===== src/rtl/pc_fetch_ctrl.sv =====
// pc_fetch_ctrl: fetch PC register with boot/run/halt FSM, redirect/stall priority and saturating perf counters
module pc_fetch_ctrl #(
  parameter int WIDTH = 32,
  parameter logic [WIDTH-1:0] RESET_PC = 32'h00400030,
  parameter int CNT_WIDTH = 32
) (
  input  logic                 clk,
  input  logic                 reset,
  input  logic                 StallF,
  input  logic [WIDTH-1:0]     PC,
  input  logic                 redirect,
  input  logic [WIDTH-1:0]     redirect_pc,
  input  logic                 halt,
  output logic [WIDTH-1:0]     PCF,
  output logic                 pc_valid,
  output logic                 misaligned,
  output logic [1:0]           state,
  output logic [CNT_WIDTH-1:0] fetch_count,
  output logic [CNT_WIDTH-1:0] stall_count,
  output logic [CNT_WIDTH-1:0] redirect_count
);
  typedef enum logic [1:0] {BOOT = 2'd0, RUN = 2'd1, HALTED = 2'd2} state_t;
  state_t st;
  function automatic logic [CNT_WIDTH-1:0] sat(input logic [CNT_WIDTH-1:0] c);
    return (&c) ? c : c + CNT_WIDTH'(1);
  endfunction
  assign state      = st;
  assign pc_valid   = st == RUN;
  assign misaligned = |PCF[1:0];
  // FSM, PC register and counters; redirect wins over stall, stall over advance, halt only steers the next state
  always_ff @(posedge clk) begin
    if (reset) begin
      PCF            <= RESET_PC;
      st             <= BOOT;
      fetch_count    <= '0;
      stall_count    <= '0;
      redirect_count <= '0;
    end else begin
      case (st)
        BOOT: st <= halt ? HALTED : RUN;
        RUN: begin
          if (redirect) begin
            PCF            <= redirect_pc;
            redirect_count <= sat(redirect_count);
          end else if (StallF) begin
            stall_count <= sat(stall_count);
          end else begin
            PCF         <= PC;
            fetch_count <= sat(fetch_count);
          end
          st <= halt ? HALTED : RUN;
        end
        HALTED: begin
          if (redirect) begin
            PCF            <= redirect_pc;
            redirect_count <= sat(redirect_count);
          end
          st <= halt ? HALTED : RUN;
        end
        default: st <= BOOT;
      endcase
    end
  end
endmodule

===== config.mk =====
export PLATFORM = sky130hd
export DESIGN_NAME = pc_fetch_ctrl
export DESIGN_NICKNAME = d
export VERILOG_FILES = /design/src/rtl/pc_fetch_ctrl.sv
export SDC_FILE = /design/constraint.sdc
export NUM_CORES = 1
export LEC_CHECK = 0
export CORE_MARGIN = 2
export CORE_UTILIZATION = 47
export DETAILED_ROUTE_END_ITERATION = 10
export PLACE_DENSITY = 0.81
export SETUP_SLACK_MARGIN = 0.05
export SLEW_MARGIN = 40
export SYNTH_ARGS = -nofsm -noshare
export SYNTH_HDL_FRONTEND = slang
export SYNTH_SLANG_ARGS = --single-unit

===== constraint.sdc =====
create_clock -name clk -period 2.7 [get_ports clk]
set_clock_uncertainty 0.1 [all_clocks]
set_input_delay 0.405 -clock clk [delete_from_list [all_inputs] [get_ports clk]]
set_output_delay 0.405 -clock clk [all_outputs]
set_load 0.01 [all_outputs]

# --- Word-level counts from Yosys, hierarchy flattened ---
# Cells that the tools add are included.
totals:
  register_bits: 130
  latch_bits: 0
  mem_bits_rw: 0
  romBits: 0
  input_bits: 69
  out_inout_bits: 132
  mem_count: 0
classes:
  n_addsub: 3
  mul: 0
  n_div: 0
  magnitude_cmp: 0
  eq_ne: 4
  shift: 0
  mux: 5
  n_bitwise: 6
  reduce_logical: 13
ops:
  columns: ["op", "n"]
  rows:
  - ["$add A32 B1 Y32 const B", 3]
  - ["$mux W32", 3]
  - ["$reduce_and A32 Y1", 3]
  - ["$pmux W32 S2", 1]
  - ["$reduce_and A4 Y1", 2]
  - ["$not A1 Y1", 6]
  - ["$reduce_and A3 Y1", 2]
  - ["$reduce_or A2 Y1", 3]
  - ["$ne A3 B3 Y1 const B", 1]
  - ["$reduce_or A3 Y1", 1]
  - ["$eq A2 B1 Y1 const B", 1]
  - ["$eq A2 B2 Y1 const B", 1]
  - ["$logic_not A2 Y1", 1]
  - ["$mux W2", 1]
  - ["$ne A2 B2 Y1 const B", 1]
  - ["$reduce_bool A2 Y1", 1]

# --- Depth between registers and ports, before layout ---
depth:
  word_depth: 4
  mapped_depth: 8

# --- Least setup slack after synthesis ---
# Ideal clock, no wire load.
synth_path:
  path_type: "reg2reg"
  start: "register st[0] (netlist: state[0])"
  end: "register fetch_count[22]"
  setup_time_ps: 121
  arrival_time_ps: 2262
  setup_slack_ps: 217
  stages_incl_launch_ff: 8
  path_cell_list: "dfxtp_1 ha_1 or3b_1 clkbuf_1 or2_1 clkbuf_1 nor4_1 mux2_2"
synth_via:
  elab_chain_len: 2
synth_lines:
  columns: ["item", "line_no", "rtl"]
  rows:
  - ["start, declared", "23", "state_t st;"]
  - ["start signal, assigned", "40", "BOOT: st <= halt ? HALTED : RUN;"]
  - ["start signal, assigned", "51", "st <= halt ? HALTED : RUN;"]
  - ["start signal, assigned", "58", "st <= halt ? HALTED : RUN;"]
  - ["$eq A2 B1 Y1", null, null]
  - ["net pc_valid", "15", "output logic pc_valid,"]
  - ["$reduce_and A4 Y1 (no line)", null, null]
  - ["end signal, assigned", "49", "fetch_count <= sat(fetch_count);"]
  - ["end, declared", "18", "output logic [CNT_WIDTH-1:0] fetch_count,"]
# The timed path passes the listed nets, and every way through them passes these cells.
# A chain may end at the register's enable or synchronous reset.

# --- Worst setup path after layout ---
layout_path:
  start: "register stall_count[25]"
  end: "register stall_count[2]"
layout_via:
  elab_chain_len: 3
layout_lines:
  columns: ["item", "line_no", "rtl"]
  rows:
  - ["start, declared", "19", "output logic [CNT_WIDTH-1:0] stall_count,"]
  - ["start signal, assigned", "46", "stall_count <= sat(stall_count);"]
  - ["$reduce_and A32 Y1", "25", "return (&c) ? c : c + CNT_WIDTH'(1);"]
  - ["$not A1 Y1 (no line)", null, null]
  - ["$reduce_and A4 Y1 (no line)", null, null]
# No other way between the ends.

==> results.py <==
metrics = {
    "critical_path": {
        "worstPathRequired_ns": 2.90,
        "critPathCaptureType": "flop",
        "start_kind": "flop",
        "critPathKind": "reg -> reg",
        "crit_fanout": 17,
        "cp.arrival_ns": 2.70,
    },
    "sta": {
        "slew_headroom_pct": 56.7,
        "finalHoldViolations": 0,
        "final.setup.tns_ns": 0,
        "worstMarginPinSlew_ns": 0.643,
        "maxSlewViolCount": 0,
        "grt_setup_unrepaired": "false",
        "period_needed_ns": 2.50,
        "setup_viol": 0,
        "finalCritPeriodShare_pct": 92.5,
        "fmax_mhz": 400,
    },
    "clock_tree": {
        "cts_root_buffer": "clkbuf_16",
        "cts_inserted_buffers": 17,
        "clockBufferDepth": 2,
        "cts-resized-gates": 0,
        "post-cts-setup-buffers": 0,
        "clk_pin_slew_ns": 0.06,
        "clock_latency_ns": 0.41,
        "cts_hold_buffers": 0,
        "cts_tree": "built",
        "cts.sinks": 130,
        "cts_htree_levels": 4,
    },
    "detailed_routing": {
        "drt_iter0_drc": 447,
        "viasPerCell": 5.74,
        "wire_per_inst_um": 15.5,
        "vias": 6859,
        "wl_um": 18500,
        "drt_pass1_iterations": 5,
        "postRouteAntennaNets": 0,
        "drc": 0,
    },
    "placed_design": {
        "dp_hpwl_um": 13200,
        "place_congestion": 0.821,
        "io_buffers": 200,
        "placed_area_mm2": 0.00892,
    },
    "floorplan": {
        "fp.dieArea_mm2": 0.0149,
        "die_w_um": 122,
        "design.core.area_mm2": 0.0137,
        "io_pins": 201,
        "placementRows": 43,
        "die_y_um": 122,
        "initial_core_util_pct": 47.7,
    },
    "synthesis": {
        "yosys-top-cells-area": "dfxtp_1, a21oi_1, o21ai_0",
        "synth_cells": 788,
        "synth_top_area_share_pct": 39.7,
        "synth_area_mm2": 0.00655,
        "synth_top_area_cell": "dfxtp_1",
        "synth_edf_count": 0,
        "synth_warnings": 0,
        "synth_flop_cell": "dfxtp_1",
        "synthArstFlopShare_pct": 0,
        "synth_cell_types": 68,
        "synth_seq_cells": 130,
        "ys_seq_area_share_pct": 39.7,
        "syn_nets": 863,
        "synth.avg_cell_area_um2": 8.31,
    },
    "grt": {
        "antenna_found_initial": 0,
        "grt_overflow": 0,
        "track_usage_pct": 24.5,
        "gr-usage-met1_pct": 30.0,
        "met3_usage_pct": 7.72,
        "grt_pass1_vias": 6253,
        "top_usage_layer": "met2",
        "met2_usage_pct": 40.3,
        "grt_pass1_wl_um": 29700,
        "grt_max_degree": 47,
    },
    "power_and_ir_drop": {
        "p_int_mw": 3.88,
        "switchingPower_mw": 1.07,
        "power.share.switching_pct": 21.7,
        "sequentialPowerShare_pct": 40.3,
        "share_comb_of_total_power_pct": 9.4,
        "p_clk_share_pct": 50.4,
        "powerDensity_mw_per_mm2": 518,
        "power_leakage_nw": 3.18,
        "irDropWorstVdd_uv": 394,
    },
    "cells_and_area": {
        "layout-drive-gt1-share_pct": 13.0,
        "nFillCells": 1103,
        "area_growth_pct": 46.0,
        "nets": 1077,
        "stdcell_area_mm2": 0.00957,
        "antennaDiodeCount": 0,
    },
    "outcome": {
        "status": "completed",
    },
    "hold_path": {
        "hp-class": "in -> reg",
    },
    "job": {
        "maxCapViolations": 0,
    },
}
kinds of logic (layout without fill, tap and decap cells):
group | after synthesis | count (layout) | synth area share, %
compound gates | 215 | 215 | 21.2
xor+xnor | 15 | 15 | 2.01
fa+ha+maj | 6 | 6 | 1.15
buf+inv | 63 | 290 | 4.41
flops | 130 | 130 | 39.7
mux | 15 | 15 | 2.66
simple gates | 344 | 344 | 28.9
worst max-delay path, stage by stage (launching register included):
cell,delay [ns]
dfxtp_1,0.43
nand4_2,0.21
or4_4,0.61
o31ai_2,0.42
buf_4,0.29
nor2_1,0.06
mux2_2,0.26
registers in the layout (all words and copies together), names as in the netlist:
| signal | cells |
|---|---|
| stall_count | 32 |
| state | 2 |
| PCF | 32 |
| fetch_count | 32 |
| redirect_count | 32 |
path summary, 6_finish.rpt:
path | from | to | slack [ns] | cells past startpoint
worst min register to register | PCF[5]$_SDFFE_PP1P_ | PCF[5]$_SDFFE_PP1P_ | 0.37 | 1
worst max-delay path | stall_count[25]$_SDFFE_PP0P_ | stall_count[2]$_SDFFE_PP0P_ | 0.20 | 6
worst max register to register | stall_count[25]$_SDFFE_PP0P_ | stall_count[2]$_SDFFE_PP0P_ | 0.20 | 6
worst min-delay path | reset | stall_count[24]$_SDFFE_PP0P_ | 0.33 | 2
layout by cell type (no fill, tap or decap), types with 7 or more instances in the layout:
master	n
and4_1	9
or4_2	9
nand3_1	37
and3_1	7
or3_1	30
or2_2	7
nand4_1	20
clkbuf_16	17
a21oi_1	65
nor2_1	75
a311oi_1	30
inv_1	13
nand2_1	67
nor4_1	7
buf_4	43
nor2b_1	15
clkdlybuf4s50_1	199
xnor2_1	12
o31ai_1	24
dfxtp_1	130
nor3_1	8
mux2_2	11
or4_1	19
o21ai_0	61
area by class of cell:
cell class	count	area, µm²	area share (%)
multi-input combinational	595	3670	38.3
sequential	130	2600	27.2
timing repair buffer	245	2370	24.8
clock buffer	22	494	5.17
tap	180	225	2.35
clock inverter	10	153	1.60
inverter	13	48.8	0.510
cells in the mapped netlist, types with 3 or more instances:
master / number
a2111oi_0: 3
a211o_1: 4
a211oi_1: 6
a21oi_1: 65
a311oi_1: 30
and2_1: 3
and3_1: 7
and4_1: 9
buf_1: 3
buf_2: 5
buf_6: 3
clkbuf_1: 36
dfxtp_1: 130
ha_1: 6
inv_1: 13
mux2_2: 11
nand2_1: 67
nand2b_1: 4
nand3_1: 37
nand4_1: 20
nand4_2: 3
nor2_1: 76
nor2b_1: 15
nor3_1: 8
nor4_1: 7
nor4b_1: 3
o21ai_0: 61
o21ai_1: 3
o31ai_1: 25
or2_2: 7
or3_1: 30
or3_2: 3
or4_1: 19
or4_2: 9
xnor2_1: 12
xor2_1: 3
power by group through the flow:
stage,clock network [mW],registers [mW],logic [mW]
2_1_floorplan,0,2.06,0.176
3_3_place_gp,0,2.04,0.461
3_5_place_dp,0,2.04,0.464
4_1_cts,2.53,2.00,0.466
5_1_grt,2.63,2.00,0.505
6_report,2.50,2.00,0.464
routing by layer:
metal / part of all wire [%] / vias up / wire length [µm]
met4: 1.9 / 0 / 360
met5: 0 / - / 0
li1: - / 3383 / -
met3: 7.5 / 35 / 1380
met2: 49 / 231 / 8970
met1: 42 / 3210 / 7770
through the flow:
stage | power [mW] | hold slack, ns | cells | setup slack (ns) | utilization [%]
after global placement | 2.50 | 0.342 | 1163 | 0.0132 | 65.0
final | 4.96 | 0.334 | 1195 | 0.202 | 69.7
after CTS | 4.99 | 0.331 | 1195 | 0.200 | 69.7
after floorplan | 2.23 | 0.384 | 788 | 0.217 | -
after detailed placement | 2.50 | 0.355 | 1163 | -0.0754 | 65.0
after global routing | 5.14 | 0.353 | 1195 | 0.0502 | 69.7
Note: power is estimated with default switching activity, not from simulation.
==> variant: new RTL, config.mk and constraints unchanged <==
Set the parameter `CNT_WIDTH` to 48 (it was 32).
--- a/src/rtl/pc_fetch_ctrl.sv
+++ b/src/rtl/pc_fetch_ctrl.sv
@@ -3,5 +3,5 @@
   parameter int WIDTH = 32,
   parameter logic [WIDTH-1:0] RESET_PC = 32'h00400030,
-  parameter int CNT_WIDTH = 32
+  parameter int CNT_WIDTH = 48
 ) (
   input  logic                 clk,
Interface: changed (resized fetch_count, redirect_count and stall_count); port bits go from 201 to 249. No check against the original RTL was run, so the function may have changed too.
==> variant against the original RTL <==
Synthesized area up 32%. Sequential cell count rose by 48. First-iteration DRC count increased by 29%. Worst setup slack better by 3.8 ps. Maximum frequency is 0.15% higher. Cell area grew 27%. Power increased by 12%. Utilization decreased by 2.2 points. Routed wire length rose by 34%. Largest power group is now sequential cells. Highest routed layer unchanged.
==> variant: results (changes against the original RTL) <==
Global route
  – Global-route wire length before repair: 40870 um (+38%)
  – GRT met1 Usage: 30.82% (+0.80 points)
  – Vias in the first global route: 8160 (+30%)
  – Met3 Use GR: 8.052% (+0.33 points)
  – Initial antenna violation count: 0 (unchanged)
  – Pin count of the biggest net entering global routing: 59 (+26%)
  – GRT met2 Usage: 42.36% (+2.1 points)
  – GRT Overall Usage: 25.17% (+0.66 points)

Power
  – Clock share of power: 42.8% (-7.6 points)
  – LEAKAGE: 4.254 nW (+34%)
  – Peak supply drop: 0.0004010 V (+1.7%)
  – Cell internal pwr: 4.140 mW (+6.6%)
  – P_clk: 2.38 mW (-5%)
  – Sequential group share of total power: 48.7% (+8.4 points)

Cells and area
  – Share of cells above drive strength 1: 7.669% (-5.3 points)
  – Utilization after layout: 67.53% (-2.2 points)
  – Nets@finish: 1379 (+28%)
  – N_diodes: 0 (unchanged)

Drt
  – Number of DRC markers in iteration 0: 577 (+29%)
  – Post-DR wirelength/cell: 16.02 um (+3.6%)
  – Met2 wire length: 11910 um (+33%)
  – Metal-1 WL: 10420 um (+34%)
  – Post-DR vias/cell: 5.633 (-1.9%)
  – Met3 Wirelength: 2053 um (+49%)
  – DRT Pass-1 Iters: 6 (+1)
  – Drt total wl: 24770 um (+34%)

Critical path
  – Critical path data arrival time: 2710 ps (about the same)
  – Crit Path Max Fanout: 9 (-8)
  – Largest delay share family, worst path: simple AND/OR/NAND/NOR gates
  – CP max stage delay: 680 ps (+70 ps)
  – Critical-path top delay cell: nor4_1

Synthesis
  – Synth cell count leaders: 178 x dfxtp_1, 170 x nor2_1, 84 x xor2_1
  – Syn_nets: 1129 (+31%)
  – Post-Synth Adder-Cell Area: 0.8668% (-0.28 points)
  – Complex-gate fraction of the synthesized area: 9.159% (-12 points)
  – Synth unique cells: 49 (-28%)
  – Sequential share of the synthesized area: 41.14% (+1.4 points)
  – Synthesized area per cell: 8.217 sq um (-1.1%)
  – Ranking of synthesized cells by area: dfxtp_1 41%, xor2_1 8.5%, nor2_1 7.4%
  – Synth Area in XOR/XNOR: 11.93% (+9.9 points)
  – Mux cell area share after synthesis: 0.1156% (-2.5 points)

Placed design
  – DP Worst Slack: 119.9 ps (+195.4 ps)
  – Buffers on Ports: 248 (+24%)
  – Post-DP HPWL: 17810 um (+35%)
  – Number of cells after detailed placement: 1513 (+30%)
  – DP Area: 11590 sq um (+30%)
  – GP Congestion: 0.8601 (+4.8%)

Clocking
  – Number of post-CTS setup repair buffers: 0 (unchanged)
  – Clock-pin transition on the worst setup and hold timing paths: 70 ps
  – Root Buffer: clkbuf_16
  – Worst skew pair latency: 430 ps (+20 ps)
  – PostCTS Resize Cnt: 0 (unchanged)

Timing
  – Measured slew at the worst slew-check pin: 713.5 ps (+70.22 ps)

Run status
  – Outcome: completed
[variant: area by class of cell]
| cell class | instances | area [sq um] |
|---|---|---|
| Clock buffer | 17 | 425.4 |
| Clock inverter | 15 | 131.4 |
| Fill cell | 1487 | 5852 |
| Inverter | 12 | 45.04 |
| Multi-Input combinational cell | 802 | 4828 |
| Sequential cell | 178 | 3563 |
| Tap cell | 229 | 286.5 |
| Timing Repair Buffer | 293 | 2893 |
[variant: cell families after synthesis]
| logic type | count (synthesis) |
|---|---|
| simple gates | 556 |
| flops | 178 |
| compound gates | 121 |
| xor+xnor | 118 |
| buf+inv | 74 |
| fa+ha+maj | 6 |
| mux | 1 |
[variant: worst paths after layout]
| kind | from | to | slack [ps] | depth (start not counted) |
|---|---|---|---|---|
| hold reg to reg | PCF[22] | PCF[22] | 370 | 1 |
| setup / recovery | stall_count[40] | stall_count[29] | 210 | 7 |
| setup reg to reg | stall_count[40] | stall_count[29] | 210 | 7 |
| hold / removal | reset | stall_count[23] | 340 | 2 |
